## src/rtl/int_res_map_if.sv

```systemverilog
// Programming and lookup bus between the inference controller and the
// intermediate-result map table.
interface int_res_map_if #(
  parameter int NUM_ENTRIES = 20,
  parameter int NUM_BANKS   = 4,
  parameter int BANK_SIZE   = 14336,
  parameter int ADDR_W      = $clog2(NUM_BANKS * BANK_SIZE),
  parameter int FMT_W       = 3,
  parameter int NUM_PORTS   = 2
);
  localparam int IDX_W   = $clog2(NUM_ENTRIES);
  localparam int BANK_W  = $clog2(NUM_BANKS);
  localparam int BADDR_W = $clog2(BANK_SIZE);

  logic                           cfg_start;
  logic                           cfg_valid;
  logic                           cfg_ready;
  logic [IDX_W-1:0]               cfg_idx;
  logic [ADDR_W-1:0]              cfg_base;
  logic                           cfg_width;
  logic [FMT_W-1:0]               cfg_fmt;
  logic                           cfg_commit;
  logic                           cfg_err;
  logic                           locked;

  logic [NUM_PORTS-1:0]           lk_valid;
  logic [NUM_PORTS*IDX_W-1:0]     lk_idx;
  logic [NUM_PORTS*ADDR_W-1:0]    lk_offset;
  logic [NUM_PORTS-1:0]           rsp_valid;
  logic [NUM_PORTS*BANK_W-1:0]    rsp_bank;
  logic [NUM_PORTS*BADDR_W-1:0]   rsp_bank_addr;
  logic [NUM_PORTS-1:0]           rsp_width;
  logic [NUM_PORTS*FMT_W-1:0]     rsp_fmt;
  logic [NUM_PORTS-1:0]           rsp_err;

  modport master (
    output cfg_start, cfg_valid, cfg_idx, cfg_base, cfg_width, cfg_fmt, cfg_commit,
    output lk_valid, lk_idx, lk_offset,
    input  cfg_ready, cfg_err, locked,
    input  rsp_valid, rsp_bank, rsp_bank_addr, rsp_width, rsp_fmt, rsp_err
  );

  modport slave (
    input  cfg_start, cfg_valid, cfg_idx, cfg_base, cfg_width, cfg_fmt, cfg_commit,
    input  lk_valid, lk_idx, lk_offset,
    output cfg_ready, cfg_err, locked,
    output rsp_valid, rsp_bank, rsp_bank_addr, rsp_width, rsp_fmt, rsp_err
  );
endinterface

```

## src/rtl/int_res_map_table.sv

```systemverilog
// Runtime-programmable descriptor table mapping (step, offset) lookups onto
// intermediate-result bank selects and bank-local addresses.
module int_res_map_table #(
  parameter int NUM_ENTRIES = 20,
  parameter int NUM_BANKS   = 4,
  parameter int BANK_SIZE   = 14336,
  parameter int ADDR_W      = $clog2(NUM_BANKS * BANK_SIZE),
  parameter int FMT_W       = 3,
  parameter int NUM_PORTS   = 2
) (
  input  logic          clk,
  input  logic          rst,
  int_res_map_if.slave  bus
);
  localparam int IDX_W   = $clog2(NUM_ENTRIES);
  localparam int BANK_W  = $clog2(NUM_BANKS);
  localparam int BADDR_W = $clog2(BANK_SIZE);
  localparam int FLAT_W  = ADDR_W + 1;
  localparam int TOTAL   = NUM_BANKS * BANK_SIZE;

  typedef enum logic [1:0] {UNPROG = 2'd0, LOAD = 2'd1, READY = 2'd2} state_t;

  state_t                 state_r, state_nxt_s;
  logic                   cfg_err_r, locked_r, cfg_ready_r;
  logic                   err_set_s, err_clr_s;
  logic                   cfg_idx_ok_s, wr_en_s, all_written_s;
  logic [NUM_ENTRIES-1:0] written_r, wr_mask_s;

  logic [ADDR_W-1:0]      base_r [NUM_ENTRIES];
  logic [FMT_W-1:0]       fmt_r  [NUM_ENTRIES];
  logic [NUM_ENTRIES-1:0] width_r;

  logic [IDX_W-1:0]       lk_idx_s   [NUM_PORTS];
  logic [ADDR_W-1:0]      ent_base_s [NUM_PORTS];
  logic [FMT_W-1:0]       ent_fmt_s  [NUM_PORTS];
  logic [FLAT_W-1:0]      flat_s     [NUM_PORTS];
  logic [NUM_PORTS-1:0]   idx_ok_s, ent_width_s, err_s;

  logic [NUM_PORTS-1:0]   v1_r, err1_r, width1_r;
  logic [FLAT_W-1:0]      flat1_r [NUM_PORTS];
  logic [FMT_W-1:0]       fmt1_r  [NUM_PORTS];

  logic [BANK_W-1:0]      bank_s      [NUM_PORTS];
  logic [FLAT_W-1:0]      bank_base_s [NUM_PORTS];

  logic [NUM_PORTS-1:0]           rsp_valid_r, rsp_width_r, rsp_err_r;
  logic [NUM_PORTS*BANK_W-1:0]    rsp_bank_r;
  logic [NUM_PORTS*BADDR_W-1:0]   rsp_bank_addr_r;
  logic [NUM_PORTS*FMT_W-1:0]     rsp_fmt_r;

  assign cfg_idx_ok_s  = 32'(bus.cfg_idx) < NUM_ENTRIES;
  assign wr_en_s       = (state_r == LOAD) && bus.cfg_valid && cfg_idx_ok_s;
  // A same-cycle write counts towards the commit completeness check.
  assign all_written_s = &(written_r | wr_mask_s);

  // One-hot mask of the entry being written this cycle.
  always_comb begin
    wr_mask_s = '0;
    if (wr_en_s) begin
      wr_mask_s[bus.cfg_idx] = 1'b1;
    end else begin
      wr_mask_s = '0;
    end
  end

  // Programming FSM: next state and sticky-error set/clear requests.
  always_comb begin
    state_nxt_s = state_r;
    err_set_s   = 1'b0;
    err_clr_s   = 1'b0;
    case (state_r)
      UNPROG: begin
        if (bus.cfg_start) begin
          state_nxt_s = LOAD;
          err_clr_s   = 1'b1;
        end else begin
          state_nxt_s = UNPROG;
        end
      end
      LOAD: begin
        err_set_s = bus.cfg_valid && !cfg_idx_ok_s;
        if (bus.cfg_commit && all_written_s) begin
          state_nxt_s = READY;
        end else if (bus.cfg_commit) begin
          state_nxt_s = UNPROG;
          err_set_s   = 1'b1;
        end else begin
          state_nxt_s = LOAD;
        end
      end
      READY: begin
        err_set_s = bus.cfg_valid;
        if (bus.cfg_start) begin
          state_nxt_s = LOAD;
          err_clr_s   = 1'b1;
        end else begin
          state_nxt_s = READY;
        end
      end
      default: begin
        state_nxt_s = UNPROG;
      end
    endcase
  end

  // FSM state and registered status outputs.
  always_ff @(posedge clk) begin
    if (rst) begin
      state_r     <= UNPROG;
      cfg_err_r   <= 1'b0;
      locked_r    <= 1'b0;
      cfg_ready_r <= 1'b0;
    end else begin
      state_r     <= state_nxt_s;
      cfg_err_r   <= err_set_s | (cfg_err_r & ~err_clr_s);
      locked_r    <= (state_nxt_s == READY);
      cfg_ready_r <= (state_nxt_s == LOAD);
    end
  end

  // Descriptor storage; contents survive a reprogramming session until overwritten.
  always_ff @(posedge clk) begin
    if (rst) begin
      for (int i = 0; i < NUM_ENTRIES; i++) begin
        base_r[i] <= '0;
        fmt_r[i]  <= '0;
      end
      width_r   <= '0;
      written_r <= '0;
    end else if (wr_en_s) begin
      base_r[bus.cfg_idx]  <= bus.cfg_base;
      fmt_r[bus.cfg_idx]   <= bus.cfg_fmt;
      width_r[bus.cfg_idx] <= bus.cfg_width;
      written_r            <= written_r | wr_mask_s;
    end
  end

  // Stage 1 combinational: descriptor read, flat address and range check.
  always_comb begin
    for (int p = 0; p < NUM_PORTS; p++) begin
      lk_idx_s[p] = bus.lk_idx[p*IDX_W +: IDX_W];
      idx_ok_s[p] = 32'(lk_idx_s[p]) < NUM_ENTRIES;
      if (idx_ok_s[p]) begin
        ent_base_s[p]  = base_r[lk_idx_s[p]];
        ent_fmt_s[p]   = fmt_r[lk_idx_s[p]];
        ent_width_s[p] = width_r[lk_idx_s[p]];
      end else begin
        ent_base_s[p]  = '0;
        ent_fmt_s[p]   = '0;
        ent_width_s[p] = 1'b0;
      end
      flat_s[p] = {1'b0, ent_base_s[p]} + {1'b0, bus.lk_offset[p*ADDR_W +: ADDR_W]};
      err_s[p]  = !locked_r || !idx_ok_s[p] || (flat_s[p] >= FLAT_W'(TOTAL));
    end
  end

  // Stage 1 pipeline registers.
  always_ff @(posedge clk) begin
    if (rst) begin
      v1_r     <= '0;
      err1_r   <= '0;
      width1_r <= '0;
      for (int p = 0; p < NUM_PORTS; p++) begin
        flat1_r[p] <= '0;
        fmt1_r[p]  <= '0;
      end
    end else begin
      v1_r     <= bus.lk_valid;
      err1_r   <= err_s;
      width1_r <= ent_width_s;
      for (int p = 0; p < NUM_PORTS; p++) begin
        flat1_r[p] <= flat_s[p];
        fmt1_r[p]  <= ent_fmt_s[p];
      end
    end
  end

  // Stage 2 combinational: thermometer compare against bank boundaries, last hit wins.
  always_comb begin
    for (int p = 0; p < NUM_PORTS; p++) begin
      bank_s[p]      = '0;
      bank_base_s[p] = '0;
      for (int k = 1; k < NUM_BANKS; k++) begin
        bank_s[p]      = (flat1_r[p] >= FLAT_W'(k * BANK_SIZE)) ? BANK_W'(k) : bank_s[p];
        bank_base_s[p] = (flat1_r[p] >= FLAT_W'(k * BANK_SIZE)) ? FLAT_W'(k * BANK_SIZE)
                                                                 : bank_base_s[p];
      end
    end
  end

  // Stage 2 registers drive the response outputs; errored lookups carry no address.
  always_ff @(posedge clk) begin
    if (rst) begin
      rsp_valid_r     <= '0;
      rsp_err_r       <= '0;
      rsp_width_r     <= '0;
      rsp_bank_r      <= '0;
      rsp_bank_addr_r <= '0;
      rsp_fmt_r       <= '0;
    end else begin
      rsp_valid_r <= v1_r;
      rsp_err_r   <= err1_r;
      rsp_width_r <= width1_r;
      for (int p = 0; p < NUM_PORTS; p++) begin
        rsp_fmt_r[p*FMT_W +: FMT_W]         <= fmt1_r[p];
        rsp_bank_r[p*BANK_W +: BANK_W]      <= err1_r[p] ? '0 : bank_s[p];
        rsp_bank_addr_r[p*BADDR_W +: BADDR_W] <=
          err1_r[p] ? '0 : BADDR_W'(flat1_r[p] - bank_base_s[p]);
      end
    end
  end

  assign bus.cfg_ready     = cfg_ready_r;
  assign bus.cfg_err       = cfg_err_r;
  assign bus.locked        = locked_r;
  assign bus.rsp_valid     = rsp_valid_r;
  assign bus.rsp_bank      = rsp_bank_r;
  assign bus.rsp_bank_addr = rsp_bank_addr_r;
  assign bus.rsp_width     = rsp_width_r;
  assign bus.rsp_fmt       = rsp_fmt_r;
  assign bus.rsp_err       = rsp_err_r;
endmodule

```

## src/flat_wrapper.sv

```systemverilog
// flat-port wrapper written by rule: the top's interface ports become plain ports
module int_res_map_table_flat 
#(
  parameter int NUM_ENTRIES = 20,
  parameter int NUM_BANKS   = 4,
  parameter int BANK_SIZE   = 14336,
  parameter int ADDR_W      = $clog2(NUM_BANKS * BANK_SIZE),
  parameter int FMT_W       = 3,
  parameter int NUM_PORTS   = 2
)
  (clk, rst, bus_cfg_start, bus_cfg_valid, bus_cfg_idx, bus_cfg_base, bus_cfg_width, bus_cfg_fmt, bus_cfg_commit, bus_lk_valid, bus_lk_idx, bus_lk_offset, bus_cfg_ready, bus_cfg_err, bus_locked, bus_rsp_valid, bus_rsp_bank, bus_rsp_bank_addr, bus_rsp_width, bus_rsp_fmt, bus_rsp_err);
  int_res_map_if #(.NUM_ENTRIES(NUM_ENTRIES), .NUM_BANKS(NUM_BANKS), .BANK_SIZE(BANK_SIZE), .ADDR_W(ADDR_W), .FMT_W(FMT_W), .NUM_PORTS(NUM_PORTS)) bus_i ();
  input  logic clk;
  input  logic rst;
  input wire logic [$bits(bus_i.cfg_start)-1:0] bus_cfg_start;
  input wire logic [$bits(bus_i.cfg_valid)-1:0] bus_cfg_valid;
  input wire logic [$bits(bus_i.cfg_idx)-1:0] bus_cfg_idx;
  input wire logic [$bits(bus_i.cfg_base)-1:0] bus_cfg_base;
  input wire logic [$bits(bus_i.cfg_width)-1:0] bus_cfg_width;
  input wire logic [$bits(bus_i.cfg_fmt)-1:0] bus_cfg_fmt;
  input wire logic [$bits(bus_i.cfg_commit)-1:0] bus_cfg_commit;
  input wire logic [$bits(bus_i.lk_valid)-1:0] bus_lk_valid;
  input wire logic [$bits(bus_i.lk_idx)-1:0] bus_lk_idx;
  input wire logic [$bits(bus_i.lk_offset)-1:0] bus_lk_offset;
  output wire logic [$bits(bus_i.cfg_ready)-1:0] bus_cfg_ready;
  output wire logic [$bits(bus_i.cfg_err)-1:0] bus_cfg_err;
  output wire logic [$bits(bus_i.locked)-1:0] bus_locked;
  output wire logic [$bits(bus_i.rsp_valid)-1:0] bus_rsp_valid;
  output wire logic [$bits(bus_i.rsp_bank)-1:0] bus_rsp_bank;
  output wire logic [$bits(bus_i.rsp_bank_addr)-1:0] bus_rsp_bank_addr;
  output wire logic [$bits(bus_i.rsp_width)-1:0] bus_rsp_width;
  output wire logic [$bits(bus_i.rsp_fmt)-1:0] bus_rsp_fmt;
  output wire logic [$bits(bus_i.rsp_err)-1:0] bus_rsp_err;
  assign bus_i.cfg_start = bus_cfg_start;
  assign bus_i.cfg_valid = bus_cfg_valid;
  assign bus_i.cfg_idx = bus_cfg_idx;
  assign bus_i.cfg_base = bus_cfg_base;
  assign bus_i.cfg_width = bus_cfg_width;
  assign bus_i.cfg_fmt = bus_cfg_fmt;
  assign bus_i.cfg_commit = bus_cfg_commit;
  assign bus_i.lk_valid = bus_lk_valid;
  assign bus_i.lk_idx = bus_lk_idx;
  assign bus_i.lk_offset = bus_lk_offset;
  assign bus_cfg_ready = bus_i.cfg_ready;
  assign bus_cfg_err = bus_i.cfg_err;
  assign bus_locked = bus_i.locked;
  assign bus_rsp_valid = bus_i.rsp_valid;
  assign bus_rsp_bank = bus_i.rsp_bank;
  assign bus_rsp_bank_addr = bus_i.rsp_bank_addr;
  assign bus_rsp_width = bus_i.rsp_width;
  assign bus_rsp_fmt = bus_i.rsp_fmt;
  assign bus_rsp_err = bus_i.rsp_err;
  int_res_map_table #(.NUM_ENTRIES(NUM_ENTRIES), .NUM_BANKS(NUM_BANKS), .BANK_SIZE(BANK_SIZE), .ADDR_W(ADDR_W), .FMT_W(FMT_W), .NUM_PORTS(NUM_PORTS)) u_core (.clk(clk), .rst(rst), .bus(bus_i));
endmodule
```

## config.mk

```make
export PLATFORM = sky130hd
export DESIGN_NAME = int_res_map_table_flat
export DESIGN_NICKNAME = d
export VERILOG_FILES = /design/src/rtl/int_res_map_if.sv /design/src/rtl/int_res_map_table.sv /design/src/flat_wrapper.sv
export SDC_FILE = /design/constraint.sdc
export NUM_CORES = 1
export LEC_CHECK = 0
export ABC_AREA = 1
export CAP_MARGIN = 20
export CORE_ASPECT_RATIO = 0.75
export CORE_MARGIN = 3
export CORE_UTILIZATION = 35
export DETAILED_ROUTE_END_ITERATION = 10
export GPL_ROUTABILITY_DRIVEN = 0
export GPL_TIMING_DRIVEN = 0
export PLACE_DENSITY_LB_ADDON = 0.05
export RECOVER_POWER = 25
export SYNTH_ARGS = -nofsm -noshare
export SYNTH_HDL_FRONTEND = slang
export SYNTH_SLANG_ARGS = --single-unit
```

## constraint.sdc

```tcl
create_clock -name clk -period 4.17 [get_ports clk]
set_clock_uncertainty 0.05 [all_clocks]
set_input_delay 0.6255 -clock clk [delete_from_list [all_inputs] [get_ports clk]]
set_output_delay 0.6255 -clock clk [all_outputs]
set_load 0.005 [all_outputs]
```

# Word level (Yosys, flattened, before mapping)
# Memories as Yosys holds them, arrays and structs flattened. A register that Yosys moved wholly into a read port is not among the register bits.
# Cells that the tools add are included.
[word_totals]
register_bits = 89
mem_count = 4
ram_bits = 420
out_inout_bits = 47
elab_cells = 126
in_bits = 74
[mem_list]
columns = ["name", "depth", "width", "rd", "rd_clocked_by_memory_dff", "wr", "line_no", "text"]
rows = [
  ["u_core.base_r", 20, 16, 2, 0, 20, "int_res_map_table.sv:29", "logic [ADDR_W-1:0] base_r [NUM_ENTRIES];"],
  ["u_core.fmt_r", 20, 3, 2, 0, 20, "int_res_map_table.sv:30", "logic [FMT_W-1:0] fmt_r [NUM_ENTRIES];"],
  ["u_core.flat1_r", 2, 17, 2, 0, 2, "int_res_map_table.sv:40", "logic [FLAT_W-1:0] flat1_r [NUM_PORTS];"],
  ["u_core.fmt1_r", 2, 3, 2, 2, 2, "int_res_map_table.sv:41", "logic [FMT_W-1:0] fmt1_r [NUM_PORTS];"],
]
[classes]
eq_ne = 4
n_reduce_logical = 22
magnitude_cmp = 15
add_sub_neg = 4
bitwise_logic = 10
muxes = 50
[op_table]
columns = ["cell", "n"]
rows = [
  ["2-to-1 mux 14 bit", 6],
  [">= comparator 17 x 16 -> 1 bit (second input constant)", 4],
  ["2-to-1 mux 16 bit", 3],
  ["adder 16 x 16 -> 17 bit", 2],
  [">= comparator 17 x 14 -> 1 bit (second input constant)", 2],
  [">= comparator 17 x 15 -> 1 bit (second input constant)", 2],
  ["2-to-1 mux 17 bit", 2],
  ["subtractor 14 bit", 2],
  ["bitwise mux 20 bit", 1],
  ["2-to-1 mux 20 bit", 1],
  ["bitwise OR 20 bit", 1],
  ["AND reduction 20 bit", 1],
  ["2-to-1 mux 1 bit", 19],
  ["< comparator 5 x 6 -> 1 bit (second input constant)", 3],
  ["OR reduction 16 bit", 1],
  ["< comparator 5 bit (second input constant)", 3],
  ["2-to-1 mux 3 bit", 5],
  ["2-to-1 mux 2 bit", 6],
  ["binary-select mux 1 bit (select 5 bit)", 2],
  ["2-to-1 mux 5 bit", 2],
  ["OR reduction 2 bit", 5],
  ["case mux 2 bit (3 select lines)", 1],
  ["demux 1 bit (select 5 bit)", 1],
  [">= comparator 5 x 1 -> 1 bit (second input constant)", 1],
  ["11 further kinds", 29],
]

# Depth between registers and ports, before layout
[logic_depth]
depth_word = 11
ltp_mapped = 24
depth_no_buf = 21

# Worst setup path after synthesis
# Ideal clock, no wire load.
[synth_timing]
kind = "input port to flip-flop"
start = "input bus_lk_idx[5]"
end = "memory u_core.flat1_r[0][29] in the netlist's numbering"
path_buffers = 3
arrival_ns = 3.539
setup_ns = 0.115
path_stages = 19
path_slack_ns = 0.466
required_time_ns = 4.005
cell_sequence = "clkbuf_1 -> inv_2 -> clkbuf_1 -> clkbuf_1 -> nor2_1 -> o21ai_0 -> nand2_1 -> nand4_1 -> ha_1 -> inv_1 -> fa_1 -> nor3_1 -> nor2_1 -> o21ai_1 -> nand3_1 -> nand2_1 -> a21oi_1 -> or2_0 -> and2_1"
[synth_lines]
columns = ["item", "line_no", "text"]
rows = [
  ["start: declaration", "flat_wrapper.sv:23", "input wire logic [$bits(bus_i.lk_idx)-1:0] bus_lk_idx;"],
  ["end: declaration", "int_res_map_table.sv:40", ""],
]

==> qor.yml <==
synth_top_family_by_area: "compound AO/OA/AOI/OAI gates"
required_ps: 4700
area_growth_pct: 18.4
ys_types: 44
hold_path_class: "register to register"
yosys_warnings: 0
clockRootBuffer: "clkbuf_16"
synth_edf_count: 416
totalWireLength_um: 128000
dp_hpwl_um: 97200
postLayoutSetupSlackWorst_ps: 86.6
synth-async-reset-ratio_pct: 0
path_common_cell: "o21ai_0"
min_from: "u_core.flat1_r[0][25]"
slew_headroom_pct: -24.6
slowest_delay_ps: 420
dr.first_iter.drc_count: 4368
endpoint_kind: "register"
cts.reportedPaths.clkPinSlew_ps: 60
power.density_mw_per_mm2: 414
synthSimpleGateAreaFrac_pct: 16.3
hold_slack_ps: 359
ant_nets: 0
synth_xor_area_share_pct: 0.155
dp_cells: 4537
finalMaxSlewViolations: 21
p_leak_nw: 13.2
violations: "capacitance limit, slew limit"
grt_usage_pct: 29.5
die_w_um: 334
antennaDiodeCount: 0
layout_commonest_cell: "nor2_1"
start_kind: "input pin"
utilization_pct: 42.1
dr.pass1.iters: 6
ys_ff_latch: 551
core_area_mm2: 0.0793
grt_pass1_wl_um: 179000
setup_viol: 0
cts_tree: "built"
crit-reg2reg-launch: "u_core.base_r[10][4]"
drc: 0
hold_viol: 0
period_share_pct: 97.9
cts.hold.buffers_added: 0
ys_seq_area_share_pct: 53.9
htree_levels: 2
grt_max_degree: 21
critPathKind: "input pin to register"
cpMaxStageDelayCell: "clkbuf_4"
post-route-min-period_ps: 4080
initial_core_util_pct: 35.6
first_global_vias: 24900
muxShareOfSynthArea_pct: 0
grt_overflow: 0
syn_avg_cell_area_um2: 8.46
die_area_mm2: 0.0841
vias: 27200
synth_fa_ha_area_share_pct: 1.97
fill_cells: 8009
cts_buffers: 59
tightest_slew_ps: 1870
status: "finished with violations"
layout_common_cells: "664 x nor2_1, 559 x o21ai_0, 416 x edfxtp_1, 295 x nand2_1, 294 x a21oi_1"
fmax_mhz: 245
arrival_ps: 4620
crit_start: "bus_lk_idx[0]"
port-buffer-count: 113
die_y_um: 252
ir_drop_uv: 307
cap_viol_max_count: 1
synthesis.area_mm2: 0.0282
clk_latency_ps: 680
dp_slack_ps: -1480
ioPinCount: 121
clkSinkCount: 551
post_drt_wl_per_cell_um: 27.4
syn_inst: 3332
crit_path_cell_trace: "clkbuf_4 > buf_8 > inv_2 > buf_2 > clkbuf_4 > a21oi_1 > o21ai_0 > o21ai_0 > o211ai_1 > nand2_1 > fa_1 > nand2_1 > o21ai_0 > a21boi_1 > nor2_1 > nor2_2 > inv_1 > a21oi_1 > o21ai_0 > a21oi_2"
clockBufferDepth: 3
grt_antenna_before_repair: 6
vias_per_cell: 5.83
synth_compound_gate_area_share_pct: 20.1
synth-main-ff-cell: "edfxtp_1"
rows: 89
crit_fanout: 10
drive_gt1_share_pct: 6.63
finalNonFillerCells: 4664
nets: 3683
==> worst max-delay path, delay by kind of cell <==
family          cells  cell delay (ps)
compound gates      9             1640
simple gates        4              590
fa+ha+maj           1              420
buf+inv             6             1320
==> area by class of cell <==
type | instances | area, um2 | share of cell area (%)
plain buffers | 262 | 1160 | 3.48
clock buffers | 91 | 1820 | 5.44
clock inverters | 21 | 174 | 0.521
inverters | 291 | 1100 | 3.30
multi-input cells | 2261 | 11000 | 33.0
flip-flops and latches | 551 | 15200 | 45.5
well taps | 1046 | 1310 | 3.92
repair buffers | 141 | 1610 | 4.81
==> cell usage after synthesis, drive strengths merged, types with 2 or more instances <==
cell type / number / area, um2
clkinv: 5 / 18.8
fa: 4 / 80.1
nand4: 35 / 219
nand2: 298 / 1130
a21oi: 295 / 1480
o21bai: 2 / 15.0
a21o: 5 / 37.5
buf: 52 / 245
inv: 286 / 1070
dfxtp: 135 / 2700
a32o: 16 / 160
o31ai: 3 / 22.5
o221ai: 2 / 17.5
ha: 38 / 475
clkbuf: 212 / 796
o21ai: 565 / 2830
o22ai: 10 / 68.8
xnor2: 3 / 26.3
nor2: 676 / 2570
nand3: 112 / 561
edfxtp: 416 / 12500
o211ai: 124 / 931
nor4: 2 / 12.5
a31oi: 7 / 43.8
nor3: 12 / 71.3
xor2: 2 / 17.5
o21a: 8 / 60.1
==> flip-flops by register name, summed over array words and instances, names as in the netlist <==
signal                    count
u_core.flat1_r               34
bus_rsp_fmt                   6
u_core.bus.locked             1
u_core.width1_r               2
u_core.bus.rsp_bank           4
u_core.bus.rsp_width          2
u_core.bus.rsp_bank_addr     28
u_core.bus.cfg_ready          1
u_core.v1_r                   2
u_core.fmt_r                 96
u_core.err1_r                 2
u_core.base_r               320
u_core.fmt1_r                 6
u_core.bus.cfg_err            1
u_core.state_r                2
u_core.written_r             20
u_core.bus.rsp_valid          2
u_core.width_r               20
u_core.bus.rsp_err            2
==> per-stage QoR <==
stage	instance area, um2	setup TNS [ps]	power, W
floorplan	28300	0	0.00742
global placement	30800	-104650	0.00830
detailed placement	31100	-55440	0.00835
CTS	33100	-12.8	0.0138
global route	33400	-48.1	0.0143
finish	33400	0	0.0138
==> kinds of logic after synthesis <==
logic type,count (synthesis)
xor+xnor,5
flops,551
compound gates,1040
fa+ha+maj,42
simple gates,1138
other cells,1
buf+inv,555
==> metal layers <==
metal / part of all wire, % / vias up / GRT usage (%) / wire (um)
met5: 0.018 / - / 0 / 23
met4: 3.8 / 4 / 9.95 / 4870
met3: 13 / 291 / 7.50 / 16300
met2: 40 / 1874 / 41.7 / 50800
met1: 44 / 13100 / 43.7 / 55900
li1: - / 11900 / - / -
==> power breakdown <==
group	total (W)	leakage (nW)	switching [W]	internal (W)
sequential	0.00625	5.36	0.000106	0.00614
clock	0.00550	0.986	0.00239	0.00311
combinational	0.00208	6.81	0.00148	0.000609
==> final timing paths <==
check / cells past startpoint / to / slack (ps)
worst min register to register: 2 / u_core.bus.rsp_bank_addr[22] / 360
worst max register to register: 16 / u_core.err1_r[1] / 500
worst max-delay path: 20 / u_core.flat1_r[0][12] / 90
worst min-delay path: 2 / u_core.bus.rsp_bank_addr[22] / 360
==> timing repair <==
item | 4_1_cts | 5_1_grt
endpoints found under the hold margin | 0 | 0
pin swaps | 0 | 7
gates resized for setup | 51 | 102
endpoints found under the setup margin | 20 | 17
setup buffers | 0 | 10
No activity file was read; power rests on OpenSTA's default activity.
